===== config.mk =====
export PLATFORM = sky130hd
export DESIGN_NAME = debounce_bank
export DESIGN_NICKNAME = d
export VERILOG_FILES = /design/src/rtl/debounce_bank.sv
export SDC_FILE = /design/constraint.sdc
export NUM_CORES = 1
export LEC_CHECK = 0
export ABC_CLOCK_PERIOD_IN_PS = 2600
export BUFFER_PORTS_ARGS = -buffer_cell sky130_fd_sc_hd__buf_2
export CAP_MARGIN = 20
export CORE_ASPECT_RATIO = 1.75
export CORE_MARGIN = 2
export CORE_UTILIZATION = 35
export CTS_CLUSTER_SIZE = 30
export DETAILED_ROUTE_END_ITERATION = 7
export PLACE_DENSITY = 0.5
export SLEW_MARGIN = 25
export SYNTH_ARGS = -nofsm -noshare
export SYNTH_HDL_FRONTEND = slang
export SYNTH_SLANG_ARGS = --single-unit

===== constraint.sdc =====
create_clock -name clk -period 2.6 [get_ports clk]
set_clock_uncertainty 0.2 [all_clocks]
set_input_delay 0.39 -clock clk [delete_from_list [all_inputs] [get_ports clk]]
set_output_delay 0.39 -clock clk [all_outputs]
set_load 0.01 [all_outputs]

===== src/rtl/debounce_bank.sv =====
// debounce_bank: multi-channel debouncer for push-buttons and switches.
// Each channel runs through a 2-FF synchroniser and is sampled on a shared
// prescaler tick. A new level is accepted only after STABLE consecutive
// differing samples. Accepted edges produce rise/fall strobes. Channels
// enabled in RPT_MASK also produce auto-repeat press strobes while held high.
module debounce_bank #(
  parameter int               N_CH     = 9,
  parameter int               DIV      = 201,
  parameter int               STABLE   = 6,
  parameter int               RPT_DLY  = 50,
  parameter int               RPT_RATE = 20,
  parameter logic [N_CH-1:0]  RPT_MASK = 9'b000000011
) (
  input  logic            clk,
  input  logic            reset,
  input  logic [N_CH-1:0] din,
  output logic [N_CH-1:0] level,
  output logic [N_CH-1:0] rise,
  output logic [N_CH-1:0] fall,
  output logic [N_CH-1:0] press,
  output logic            tick
);

  localparam int PW = (DIV > 1) ? $clog2(DIV) : 1;
  localparam int SW = (STABLE > 1) ? $clog2(STABLE) : 1;
  localparam int HW = $clog2(RPT_DLY + 1);

  localparam logic [PW-1:0] PCNT_LAST   = PW'(DIV - 1);
  localparam logic [SW-1:0] SCNT_LAST   = SW'(STABLE - 1);
  localparam logic [HW-1:0] HCNT_FIRE   = HW'(RPT_DLY);
  // A repeat rate no shorter than the initial delay simply restarts the full delay.
  localparam logic [HW-1:0] HCNT_RELOAD = (RPT_RATE >= RPT_DLY) ? '0 : HW'(RPT_DLY - RPT_RATE);

  logic [N_CH-1:0] s1_q, s2_q;
  logic [PW-1:0]   pcnt_q, pcnt_d;
  logic            tick_q, tick_d;
  logic [N_CH-1:0] level_q, level_d;
  logic [N_CH-1:0] rise_q, rise_d;
  logic [N_CH-1:0] fall_q, fall_d;
  logic [N_CH-1:0] press_q, press_d;
  logic [SW-1:0]   scnt_q [N_CH];
  logic [SW-1:0]   scnt_d [N_CH];
  logic [HW-1:0]   hcnt_q [N_CH];
  logic [HW-1:0]   hcnt_d [N_CH];

  logic            sample_en;
  logic [N_CH-1:0] differ;
  logic [N_CH-1:0] accept;
  logic [N_CH-1:0] rpt_fire;

  // Sample instant: the last prescaler count; the registered tick marks it one clk later,
  // in the same cycle the updated level becomes visible.
  assign sample_en = (pcnt_q == PCNT_LAST);

  // Prescaler wraps at DIV-1 and raises tick for the following clk.
  always_comb begin
    pcnt_d = sample_en ? '0 : pcnt_q + 1'b1;
    tick_d = sample_en;
  end

  // Per-channel decisions: whether a new level is accepted or a repeat fires this sample.
  always_comb begin
    differ   = s2_q ^ level_q;
    accept   = '0;
    rpt_fire = '0;
    for (int i = 0; i < N_CH; i++) begin
      accept[i]   = sample_en && differ[i] && (scnt_q[i] == SCNT_LAST);
      rpt_fire[i] = RPT_MASK[i] && sample_en && level_q[i] && !accept[i] &&
                    ((hcnt_q[i] + 1'b1) == HCNT_FIRE);
    end
  end

  // Stability counting, level update, strobes and hold-to-repeat counting.
  always_comb begin
    level_d = level_q;
    rise_d  = '0;
    fall_d  = '0;
    press_d = '0;
    for (int i = 0; i < N_CH; i++) begin
      scnt_d[i] = scnt_q[i];
      hcnt_d[i] = hcnt_q[i];

      if (sample_en) begin
        if (differ[i]) begin
          if (accept[i]) begin
            level_d[i] = s2_q[i];
            scnt_d[i]  = '0;
            rise_d[i]  = s2_q[i];
            fall_d[i]  = ~s2_q[i];
          end else begin
            scnt_d[i] = scnt_q[i] + 1'b1;
          end
        end else begin
          scnt_d[i] = '0;
        end
      end

      if (!RPT_MASK[i] || accept[i] || !level_q[i]) begin
        hcnt_d[i] = '0;
      end else if (sample_en) begin
        if (rpt_fire[i]) begin
          hcnt_d[i] = HCNT_RELOAD;
        end else if (hcnt_q[i] < HCNT_FIRE) begin
          hcnt_d[i] = hcnt_q[i] + 1'b1;
        end
      end

      press_d[i] = rise_d[i] | rpt_fire[i];
    end
  end

  // All state, cleared asynchronously while reset is low.
  always_ff @(posedge clk or negedge reset) begin
    if (!reset) begin
      s1_q    <= '0;
      s2_q    <= '0;
      pcnt_q  <= '0;
      tick_q  <= 1'b0;
      level_q <= '0;
      rise_q  <= '0;
      fall_q  <= '0;
      press_q <= '0;
      for (int i = 0; i < N_CH; i++) begin
        scnt_q[i] <= '0;
        hcnt_q[i] <= '0;
      end
    end else begin
      s1_q    <= din;
      s2_q    <= s1_q;
      pcnt_q  <= pcnt_d;
      tick_q  <= tick_d;
      level_q <= level_d;
      rise_q  <= rise_d;
      fall_q  <= fall_d;
      press_q <= press_d;
      for (int i = 0; i < N_CH; i++) begin
        scnt_q[i] <= scnt_d[i];
        hcnt_q[i] <= hcnt_d[i];
      end
    end
  end

  assign level = level_q;
  assign rise  = rise_q;
  assign fall  = fall_q;
  assign press = press_q;
  assign tick  = tick_q;

endmodule

==> results of run 1 <==
-- layout by cell type (no fill, tap or decap), types with 3 or more instances in the layout --
cell / n
sky130_fd_sc_hd__or2_2: 3
sky130_fd_sc_hd__ha_1: 24
sky130_fd_sc_hd__mux2_2: 9
sky130_fd_sc_hd__nand2_1: 33
sky130_fd_sc_hd__buf_4: 5
sky130_fd_sc_hd__nor3_1: 8
sky130_fd_sc_hd__dlygate4sd3_1: 10
sky130_fd_sc_hd__clkbuf_16: 9
sky130_fd_sc_hd__o21ai_0: 18
sky130_fd_sc_hd__o221a_2: 3
sky130_fd_sc_hd__inv_1: 23
sky130_fd_sc_hd__o22ai_1: 13
sky130_fd_sc_hd__buf_2: 46
sky130_fd_sc_hd__nor2_1: 14
sky130_fd_sc_hd__nor3b_1: 18
sky130_fd_sc_hd__nand3_1: 21
sky130_fd_sc_hd__xnor2_1: 15
sky130_fd_sc_hd__xor2_1: 6
sky130_fd_sc_hd__a21oi_1: 16
sky130_fd_sc_hd__and3_1: 4
sky130_fd_sc_hd__or3_1: 3
sky130_fd_sc_hd__dfrtp_1: 95
sky130_fd_sc_hd__a31oi_1: 8
-- stage by stage --
| stage | hold WS (ns) | power (W) | area, µm² | instances |
|---|---|---|---|---|
| after global placement | 0.1329 | 0.001586 | 4726 | 588 |
| after CTS | 0.1531 | 0.002948 | 5125 | 614 |
| after global routing | 0.1614 | 0.003020 | 5125 | 614 |
| after detailed placement | 0.1371 | 0.001587 | 4726 | 588 |
| after floorplan | -0.1056 | 0.001540 | 4348 | 390 |
| final | 0.1504 | 0.002888 | 5125 | 614 |
-- path summary, 6_finish.rpt --
path | from | endpoint | slack [ns]
worst max register to register | pcnt_q[0] | press[0] | 0.31
worst max-delay path | pcnt_q[0] | press[0] | 0.31
worst min register to register | s1_q[2] | s2_q[2] | 0.15
worst min-delay path | s1_q[2] | s2_q[2] | 0.15
min in group asynchronous | reset | hcnt_q[51] | 0.38
max in group asynchronous | reset | scnt_q[25] | 1.12
-- registers in the layout, summed over array words and instances (netlist names) --
signal and count:
hcnt_q 12, scnt_q 27, level 9, press 9, rise 2, tick 1, s2_q 9, s1_q 9
fall 9, pcnt_q 8
-- power breakdown --
group	internal, W	switching, W
clock	0.000772	0.000548
combinational	0.0000274	0.0000379
sequential	0.00149	0.0000105
-- kinds of logic (layout without fill, tap and decap cells) --
kind of cell / after synthesis / count (layout)
simple gates: 123 / 123
buf+inv: 44 / 103
xor+xnor: 21 / 21
mux: 10 / 10
flops: 95 / 95
compound gates: 73 / 73
fa+ha+maj: 24 / 24
-- area by class of cell --
class / instances / area, µm²
Multi-Input combinational cell: 251 / 1744
Clock buffer: 11 / 242.7
Clock inverter: 5 / 56.30
Timing Repair Buffer: 63 / 407.9
Inverter: 24 / 90.09
Tap cell: 165 / 206.4
Sequential cell: 95 / 2377
Fill cell: 1206 / 6944
-- layer usage --
metal,track usage [%],routed length [µm],part of all wire [%],vias to the layer above
met2,22.41,4303,54,39
met1,15.12,3323,42,1478
li1,-,-,-,1461
met4,5.682,150,1.9,0
met3,3.161,199,2.5,12
met5,0,0,0,-
-- what timing repair did --
action / CTS / global route
hold endpoints to repair: 49 / 0
endpoints found under the setup margin: 0 / 0
hold buffers: 10 / 0
==> results, run 1 <==
- The flow ran to the end, and the final reports show no timing, DRC or antenna violations.
- Measured along the y axis, the die boundary spans between 150 and 200 µm.
- OpenSTA, run right after detailed placement, puts the worst setup slack at ~0.28 ns.
- The highest ir drop seen on vdd is approximately 300 µV.
- The worst slew margin relative to its limit is between 60% and 70%.
- The category of the worst setup path capture point is a register.
- Counting cells, the worst reg-to-reg path comes to 8.
- The clock drives 95 sinks.
- For this run, asynchronously set or reset flops after synthesis account for 100.0%.
- Measured against the total synthesized area, the mux share comes to about 2.6%.
- The fraction of layout cells with a size suffix above 1 is roughly a fifth.
- The average wire per cell in the routed design is around 13 µm.
- The instance count of the mapped netlist is just under 400.
- The sequential-to-total area share from yosys stat is a little over half.
- Dividing total power by cell area gives a power density of 563.5 nW/µm².
- The signal on the critical path passes through inv_1 > ha_1 > nand4_1 > or2_4 > buf_4 > nor2_4 > mux2_1 > a21boi_1.
- In this run, synthesis inferred 0 flip-flops with an integrated enable.
- For the worst setup path, the data arrival time is 2.30 ns.
- Sorting the synthesized cells by area gives the leading types as sky130_fd_sc_hd__dfrtp_1 (55%), sky130_fd_sc_hd__ha_1 (6.9%), sky130_fd_sc_hd__nor3b_1 (3.1%).
- The peak clock frequency supported by timing is around 0.44 GHz.
- During synthesis, Yosys emitted a total of 0 warnings.
- The dominant cell type by area after synthesis is sky130_fd_sc_hd__dfrtp_1.
- The startpoint type of the worst setup path is a register.
- The number of port buffers is 47.
- The number of distinct library cells after synthesis is slightly above 50.
- The global-route usage over all layers is between 10% and 20%.
- The share of the core filled with cells in the final layout is between 40% and 50%.
- Summing the areas of all and, or, nand and nor instances in the mapped netlist gives between 10% and 20% of the synthesized area.
- For this block, the initial DRC count from the detailed router was 140.
- When the netlist entered floorplanning its net count stood at between 400 and 500.
- The H-tree was split into 3 levels.
- The count of endpoints failing hold in the final timing report came to 0.
- TritonCTS built the clock tree.
- Data on the critical path is required at its endpoint by about 2.6 ns.
- The core footprint is 12,070 µm².
- The worst hold path belongs to the class register to register.
- The clock-pin slew on the worst setup and hold paths is about 0.07 ns.
- Of the total synthesized cell area, the portion taken by full adders, half adders and majority gates is approximately 6.9%.
- The first-pass detailed-route iteration total is 4.
- The synthesized netlist occupies a cell area of ~4300 µm².
- The number of antenna violations at the first check in global routing is 0.
- The maximum number of pins on one net before global-route repair is 43.
- The latest clock arrival within the worst-skew pair is 0.34 ns.
- For this block, the via count after detailed routing is ~3,000.
- The via count of the first global-routing pass came to ~2,900.
- Counting along the longest clock path gives a buffer depth of 2.
- Setup violations remaining at the end of the flow were counted as 0.
- Setup repair after global routing left no endpoint under its margin.
- The final number of max-transition violations is 0.
- The number of buffers and inverters on the critical path is 2.
- The I/O pin count is 48.
- The clock root buffer is sky130_fd_sc_hd__clkbuf_16.
- Post-CTS timing repair inserted 0 buffers for setup.
- The fraction of the cycle the final worst path needs is 88.24%.
- The post-layout minimum cycle time is around 2.3 ns.
- The aggregate routed wire length is between 7 and 8 mm.
- The synthesized netlist devotes 4.230% of its cell area to XOR and XNOR gates.
- The initial standard-cell utilization of the core is a little over a third.
- The flip-flop cell with the highest count after synthesis is sky130_fd_sc_hd__dfrtp_1.
- Counting buffers and inverters, the worst setup path is 8 cells deep.
- In the synthesized netlist, the cells that appear most often are sky130_fd_sc_hd__dfrtp_1 (95), sky130_fd_sc_hd__nand2_1 (33), sky130_fd_sc_hd__ha_1 (24).
- The setup TNS is 0 ns.
- The synthesized netlist devotes between 10% and 20% of its cell area to compound gates.
- The quantity of gates resized following cts is 0.
- The CTS buffer count is 9.
- The area growth from synthesis to layout is 17.87%.
- The path type of the worst setup path is register to register.
- The tool flagged a number of max-cap violations equal to 0.
- After detailed routing, the number of remaining DRC violations is 0.
- The die width is between 80 and 90 µm.
- The initialized floorplan defines 53 standard-cell rows.
- The synthesized area per cell is around 11 µm².
- The largest single stage delay on the critical path is approximately 0.43 ns.
- The final layout net count is about 480.
- On the critical path, the stage with the largest delay is an instance of sky130_fd_sc_hd__dfrtp_1.
- The worst path meets setup with 0.3058 ns of slack.
- The post-route antenna net violation count is 0.
- The critical-path maximum fanout is 28.
- By area, the combinational part of the netlist is dominated by simple AND/OR/NAND/NOR gates.
- The first-pass GRT wire length is between 10 and 15 mm.
- The placer's final routability congestion estimate is approximately 0.8.
- Grouping stages by cell kind, the critical path spends the most delay in simple AND/OR/NAND/NOR gates.
- The detail-routed via count per cell is 4.870.
- The cell count of the worst hold path is 0.
- The most instantiated library cell after synthesis is sky130_fd_sc_hd__dfrtp_1.
- After legalization and detailed placement, the total HPWL measured between 5 and 6 mm.
- The flip-flop and latch count after synthesis is 95.
- For this design the static power due to leakage is between 2 and 2.5 nW.
- The number of antenna diodes in the final layout is 0.
- The top-area cell type share of the netlist area is between 50% and 60%.
- The die outline area is ~13,000 µm².
- The pin slew with the least headroom to its limit is 0.5711 ns.
- After global routing the overflow that remains totals 0.
Power figures use the tool's default switching activity.
==> run 2, diff against run 1 <==
--- a/config.mk
+++ b/config.mk
@@ -5,7 +5,7 @@
 export SDC_FILE = /design/constraint.sdc
 export NUM_CORES = 1
 export LEC_CHECK = 0
-export ABC_CLOCK_PERIOD_IN_PS = 2600
+export ABC_CLOCK_PERIOD_IN_PS = 2080
 export BUFFER_PORTS_ARGS = -buffer_cell sky130_fd_sc_hd__buf_2
 export CAP_MARGIN = 20
 export CORE_ASPECT_RATIO = 1.75
@@ -13,7 +13,7 @@
 export CORE_UTILIZATION = 35
 export CTS_CLUSTER_SIZE = 30
 export DETAILED_ROUTE_END_ITERATION = 7
-export PLACE_DENSITY = 0.5
+export PLACE_DENSITY = 0.52
 export SLEW_MARGIN = 25
 export SYNTH_ARGS = -nofsm -noshare
 export SYNTH_HDL_FRONTEND = slang
==> constraint.sdc (replaced) <==
create_clock -name clk -period 2.08 [get_ports clk]
set_clock_uncertainty 0.2 [all_clocks]
set_input_delay 0.312 -clock clk [delete_from_list [all_inputs] [get_ports clk]]
set_output_delay 0.312 -clock clk [all_outputs]
set_load 0.01 [all_outputs]
==> results, run 2 (synthesis results as in run 1) <==
- The die width is ~88 µm.
- Clock-pin slew was measured on the worst setup and hold paths at 0.07 ns.
- The final number of max-transition violations is 0.
- For this block, the initial DRC count from the detailed router was 86.
- Once detail routing completed, the nets flagged for antenna violations numbered 0.
- The maximum number of pins on one net before global-route repair is 37.
- The max-capacitance violation count is 0.
- The first-pass GRT wire length is 14.66 mm.
- The critical path data arrival time is ~2.1 ns.
- In the final layout, the multi-input gates occupy approximately 1900 µm².
- The total design power is around 0.0035 W.
- For the finished layout, the period the worst path requires is between 2 and 2.5 ns.
- In the final layout, flip-flops and latches occupy ~2400 µm².
- The count of endpoints failing hold in the final timing report was 0.
- The core region is ~12,000 µm².
- Summed over all failing endpoints, the final setup total negative slack is -0.05033 ns.
- Compared with the post-synthesis result, the final layout area differs by 30.33%.
- For the pin with the worst max-slew slack, the measured transition is between 0.4 and 0.5 ns.
- Setup repair after global routing could not meet its margin everywhere.
- The final setup violation count is 4.
- The worst setup path is launched from a register.
- The placer's final routability congestion estimate is approximately 0.76.
- Along the worst path, the maximum fanout reaches 5.
- The slack of the critical path is -0.02071 ns.
- The worst-case clock buffer depth is 2.
- The aggregate routed wire length is ~8.6 mm.
- The global-route usage over all layers is about 14%.
- The total congestion overflow after global routing is 0.
- Summed over all cells, the static leakage comes to 2.589 nW.
- The initial standard-cell utilization of the core is 36.03%.
- The worst slew margin relative to its limit is ~69%.
- Counting flops per register, the top entry is scnt_q.
- The final layout net count is about 510.
- The number of antenna violations at the first check in global routing was 0.
- The peak clock frequency supported by timing is roughly 0.48 GHz.
- The library cells used most frequently in the layout, excluding fill and tap cells, are sky130_fd_sc_hd__dfrtp_1 (95), sky130_fd_sc_hd__buf_2 (46), sky130_fd_sc_hd__nand2_1 (32).
- In this run, CTS created clock tree buffers numbering 9.
- The most frequent standard cell in the layout excluding fill and tap cells is sky130_fd_sc_hd__dfrtp_1.
- Across all hold checks on the routed design, the worst slack comes to around 0.15 ns.
- The flow ran to the end, but the final reports show violations.
- The slowest stage of the critical path is the sky130_fd_sc_hd__or3_4 cell.
- The register with the most flip-flops in the layout has 27 of them.
- The average wire per cell in the routed design is roughly 13 µm.
- CTS built an H-tree with a depth of 3.
- The I/O pin count is 48.
- The largest registers in the layout are scnt_q x27, hcnt_q x12.
- The root buffer cell chosen for the clock tree is sky130_fd_sc_hd__clkbuf_16.
- Row generation in the floorplan step produced 53 rows.
- The detail-routed via count per cell is ~4.9.
- At the later pin of the worst-skew pair, clock insertion delay measures roughly 0.34 ns.
- TritonCTS built the clock tree.
- The via count of the first global-routing pass came to around 3,300.
- The worst-case IR drop observed on VDD is ~400 µV.
- The largest single stage delay on the critical path is 0.42 ns.
- The die covers 13,370 µm².
- STA classifies the critical path endpoint as a register.
- 0 antenna diodes ended up in the layout.
- After layout, the worst path uses 101.0% of the clock period.
- The final reports fail on setup timing.
- The die outline height is roughly 150 µm.
- The critical path goes through or3_4 > or2_4 > buf_12 > nor2_4 > mux2_4 > a21boi_1.
- Power spread over the standard cell area amounts to approximately 620 nW/µm².
- Once detailed placement completed, the half-perimeter wirelength came to around 5.7 mm.
- The number of port buffers is between 40 and 50.
- The type of the tightest min-delay check is register to register.
- The first-pass detailed-route iteration total is 4.
- The remaining design rule violation count is 0.
- The clock net sink count is 95.
- The final route contains about 3,100 vias.
- The path type of the worst setup path is register to register.
- The count of filler cells inserted in the layout is ~1,200.
- The data required time at the worst endpoint is approximately 2.1 ns.
- Cells with a size suffix above 1 make up around 31% of the layout.
[run 2: worst paths after layout]
kind                       startpoint         end  slack (ns)  cells after the start
max                         pcnt_q[2]    press[0]       -0.02                      6
min                           s1_q[3]     s2_q[3]        0.15                      0
max reg2reg                 pcnt_q[2]    press[0]       -0.02                      6
min reg2reg                   s1_q[3]     s2_q[3]        0.15                      0
max in group asynchronous       reset    press[1]        0.89                      3
min in group asynchronous       reset  hcnt_q[49]        0.25                      2
[run 2: what timing repair did]
item,in CTS,in global routing
hold endpoints to repair,40,0
gates cloned,1,2
buffers inserted,1,11
resized for setup,17,36
endpoints found under the setup margin,26,40
pin swaps,3,12
hold buffers,10,0
[run 2: cell type report]
class	count	share of cell area (%)
multi-input cells	251	33.72
clock buffers	11	4.284
clock inverters	5	0.7286
repair buffers	98	13.95
inverters	24	1.722
well taps	165	3.643
flip-flops and latches	95	41.95
[run 2: stage by stage]
stage	util, %	setup slack, ns	instances	instance area (µm²)
4_1_cts	44.70	-0.04138	636	5395
3_3_place_gp	40.50	-0.04937	608	4888
3_5_place_dp	40.50	-0.08162	608	4888
6_report	46.95	-0.02071	649	5667
2_1_floorplan	-	0.03576	390	4348
5_1_grt	46.95	-0.1950	649	5667
[run 2: power by group]
| part | switching [W] | internal (W) | total [W] |
|---|---|---|---|
| sequential | 0.0000129 | 0.00186 | 0.00188 |
| clock | 0.000709 | 0.000856 | 0.00157 |
| combinational | 0.0000472 | 0.0000369 | 0.0000841 |
[run 2: critical path, delay by kind of cell, from the launching register on]
| kind | cells | cell delay, ns |
|---|---|---|
| AOI/OAI and AO/OA | 1 | 0.13 |
| muxes | 1 | 0.31 |
| DFF | 1 | 0.38 |
| and+or+nand+nor | 3 | 0.83 |
| buffers and inverters | 1 | 0.14 |
[run 2: routing by layer]
metal  part of all wire (%)  wire length [µm]  track usage, %
met1                     40              3480           15.95
met5                      0                 0               0
met3                    2.5               212           2.779
met4                    1.7               149           6.136
met2                     56              4796           24.92
==> run 3, diff against run 2 <==
==> config.mk (replaced) <==
export PLATFORM = sky130hd
export DESIGN_NAME = debounce_bank
export DESIGN_NICKNAME = d
export VERILOG_FILES = /design/src/rtl/debounce_bank.sv
export SDC_FILE = /design/constraint.sdc
export NUM_CORES = 1
export LEC_CHECK = 0
export ABC_CLOCK_PERIOD_IN_PS = 1900
export BUFFER_PORTS_ARGS = -buffer_cell sky130_fd_sc_hd__buf_2
export CAP_MARGIN = 20
export CORE_ASPECT_RATIO = 0.6
export CORE_MARGIN = 2
export CORE_UTILIZATION = 25
export CTS_CLUSTER_SIZE = 30
export DETAILED_ROUTE_END_ITERATION = 7
export PLACE_DENSITY = 0.4
export SLEW_MARGIN = 25
export SYNTH_ARGS = -nofsm -noshare
export SYNTH_HDL_FRONTEND = slang
export SYNTH_SLANG_ARGS = --single-unit
==> constraint.sdc (replaced) <==
create_clock -name clk -period 1.9 [get_ports clk]
set_clock_uncertainty 0.2 [all_clocks]
set_input_delay 0.285 -clock clk [delete_from_list [all_inputs] [get_ports clk]]
set_output_delay 0.285 -clock clk [all_outputs]
set_load 0.01 [all_outputs]
==> results, run 3 (synthesis results as in run 1) <==
- The run finished, with violations left.
- The checks that failed: setup timing.
- For the pin with the worst max-slew slack, the measured transition is ~0.37 ns.
- In the routed design, unresolved DRC markers number 0.
- The first-pass GRT wire length is approximately 16 mm.
- The average wire per cell in the routed design is 12.85 µm.
- The max-capacitance violation count is 0.
- The first detailed-routing pass took 4 iterations.
- The register with the most flip-flops in the layout has 27 of them.
- STA classifies the critical path startpoint as a register.
- The clock-pin slew on the worst setup and hold paths is about 0.060 ns.
- The post-layout minimum cycle time is 2.081 ns.
- Setup repair after global routing could not meet its margin everywhere.
- The final number of max-transition violations is 0.
- The number of antenna violations at the first check in global routing is 0.
- The slack of the critical path is -0.1808 ns.
- The fraction of the cycle the final worst path needs is 109.5%.
- Routability-driven placement finished with a final weighted congestion of a little over 0.8.
- The fraction of layout cells with a size suffix above 1 is roughly 40%.
- The detailed router placed 3,241 vias in this run.
- The peak clock frequency supported by timing is approximately 0.48 GHz.
- In this run the worst path has a maximum fanout of 5.
- Measured along the x axis, the die boundary spans 174.3 µm.
- Leaving out fill and tap cells, the most frequent cell in the layout is sky130_fd_sc_hd__dfrtp_1.
- Buffers placed on the I/O ports in this run total 47.
- Setup violations remaining at the end of the flow were counted as between 40 and 50.
- The relative area change from synthesis to final layout is 39.68%.
- The half-perimeter wire length after placement is about 6.5 mm.
- The antenna cell count is 0.
- The buffering stage count on the worst path with inverters included is 1.
- The highest ir drop seen on vdd is between 300 and 400 µV.
- The global-route usage over all layers is 10.90%.
- In this run the remaining antenna-violating nets after routing total 0.
- The worst slack on hold paths is between 0.1 and 0.15 ns.
- The path type of the worst setup path is register to register.
- The floorplan step defined a die boundary enclosing around 18,000 µm².
- Counting the buffers created by CTS gives 9.
- The initial standard-cell utilization of the core is between 20% and 30%.
- The worst slew margin relative to its limit is 75.00%.
- The core footprint is ~17,000 µm².
- TritonCTS built the clock tree.
- The total power density per cell area is between 600 and 700 nW/µm².
- The floorplan has 37 rows.
- The category of the worst setup path capture point is a register.
- Data on the critical path arrives at its endpoint at 2.10 ns.
- Entering global routing, the biggest net connects 28 pins.
- The die is ~110 µm tall.
- The signal on the critical path passes through or3_4 > or2_4 > buf_4 > nor2_4 > mux2_4 > a21boi_1.
- The aggregate routed wire length is 9.538 mm.
- The setup TNS is -4.064 ns.
- Global routing finished with a remaining overflow of 0.
- The clock tree synthesis step divided the H-tree into 3 levels.
- The detail-routed via count per cell is between 4 and 5.
- Pin placement for this block handled 48 I/O pins.
- The detailed router's first-iteration violation count is ~130.
- STA puts the critical path data required time at around 1.9 ns.
- The finished layout holds about 740 standard cells, fillers aside.
- The latest clock arrival within the worst-skew pair is about 0.34 ns.
- Summing internal, switching and leakage power gives 0.004021 W.
- The type of the tightest min-delay check is register to register.
- In this run the deepest clock path goes through 2 buffers.
- The count of endpoints failing hold in the final timing report is 0.
- After detailed placement, the design holds a cell count of between 700 and 800.
- After the last flow step, the layout net total stands at 538.
- The worst-path cell with the longest stage delay is sky130_fd_sc_hd__or3_4.
- The via count of the first global-routing pass was between 3,000 and 4,000.
- CTS saw 95 sinks.
- The largest registers in the layout are scnt_q x27, hcnt_q x12.
- The library cells used most frequently in the layout, excluding fill and tap cells, are sky130_fd_sc_hd__dfrtp_1 (95), sky130_fd_sc_hd__buf_4 (56), sky130_fd_sc_hd__buf_2 (46).
- The clock root buffer is sky130_fd_sc_hd__clkbuf_16.
- The largest stage delay on the critical path is 0.42 ns.
- For this design the static power due to leakage is between 2 and 3 nW.
- The register with the most flip-flops is scnt_q.
- The cell family contributing the most delay on the critical path is simple AND/OR/NAND/NOR gates.
## run 3: cell types whose count changed in the layout (fill, tap and decap cells not counted), moves of 4 or more
cell | before | now
sky130_fd_sc_hd__buf_4 | 30 | 56
sky130_fd_sc_hd__nor3b_1 | 15 | 2
sky130_fd_sc_hd__nor3b_2 | 3 | 16
sky130_fd_sc_hd__o21ai_0 | 12 | 3
sky130_fd_sc_hd__o21ai_1 | 5 | 13
sky130_fd_sc_hd__o22ai_1 | 13 | 9
sky130_fd_sc_hd__o22ai_2 | 0 | 4
## run 3: worst paths after layout
| path | from | to | slack, ns | depth (start not counted) |
|---|---|---|---|---|
| min in group asynchronous | reset | s2_q[7] | 0.20 | 2 |
| max in group asynchronous | reset | s1_q[8] | 0.70 | 3 |
| setup reg to reg | pcnt_q[5] | press[0] | -0.18 | 6 |
| setup / recovery | pcnt_q[5] | press[0] | -0.18 | 6 |
| hold / removal | s1_q[8] | s2_q[8] | 0.15 | 0 |
| hold reg to reg | s1_q[8] | s2_q[8] | 0.15 | 0 |
## run 3: metrics by stage
step                      setup slack (ns)  utilization (%)  cell area (µm²)
final                              -0.1808            35.55             6073
after global placement             -0.2012            30.55             5219
after detailed placement           -0.2539            30.55             5219
after global routing               -0.2667            35.55             6073
after CTS                          -0.1507            34.24             5849
after floorplan                    -0.1163                -             4432
## run 3: where the power goes
group	internal (W)	switching (W)	total (W)	leakage (nW)
Combinational	0.0000423	0.0000564	0.0000987	1.27
Clock	0.00106	0.000802	0.00187	0.149
Sequential	0.00204	0.0000154	0.00206	1.27
## run 3: timing repair
item	4_1_cts	5_1_grt
endpoints found under the setup margin	63	64
pin swaps	9	13
hold buffers	10	0
endpoints found under the hold margin	56	0
cloned	1	1
buffers inserted	8	5
resized for setup	38	34
## run 3: per-layer routing
| layer | part of all wire [%] | vias to the layer above | track usage (%) |
|---|---|---|---|
| met5 | 0 | - | 0 |
| met4 | 1.3 | 0 | 3.241 |
| met3 | 4.0 | 13 | 3.004 |
| met2 | 45 | 60 | 16.92 |
| met1 | 50 | 1580 | 14.83 |
| li1 | - | 1588 | - |
## run 3: layout make-up
class	instances	area, µm²
clock buffer	10	239.0
clock inverter	6	68.82
fill	1688	11010
inverter	24	95.09
multi-input combinational	251	2081
sequential	95	2377
tap	234	292.8
timing repair buffer	122	919.6
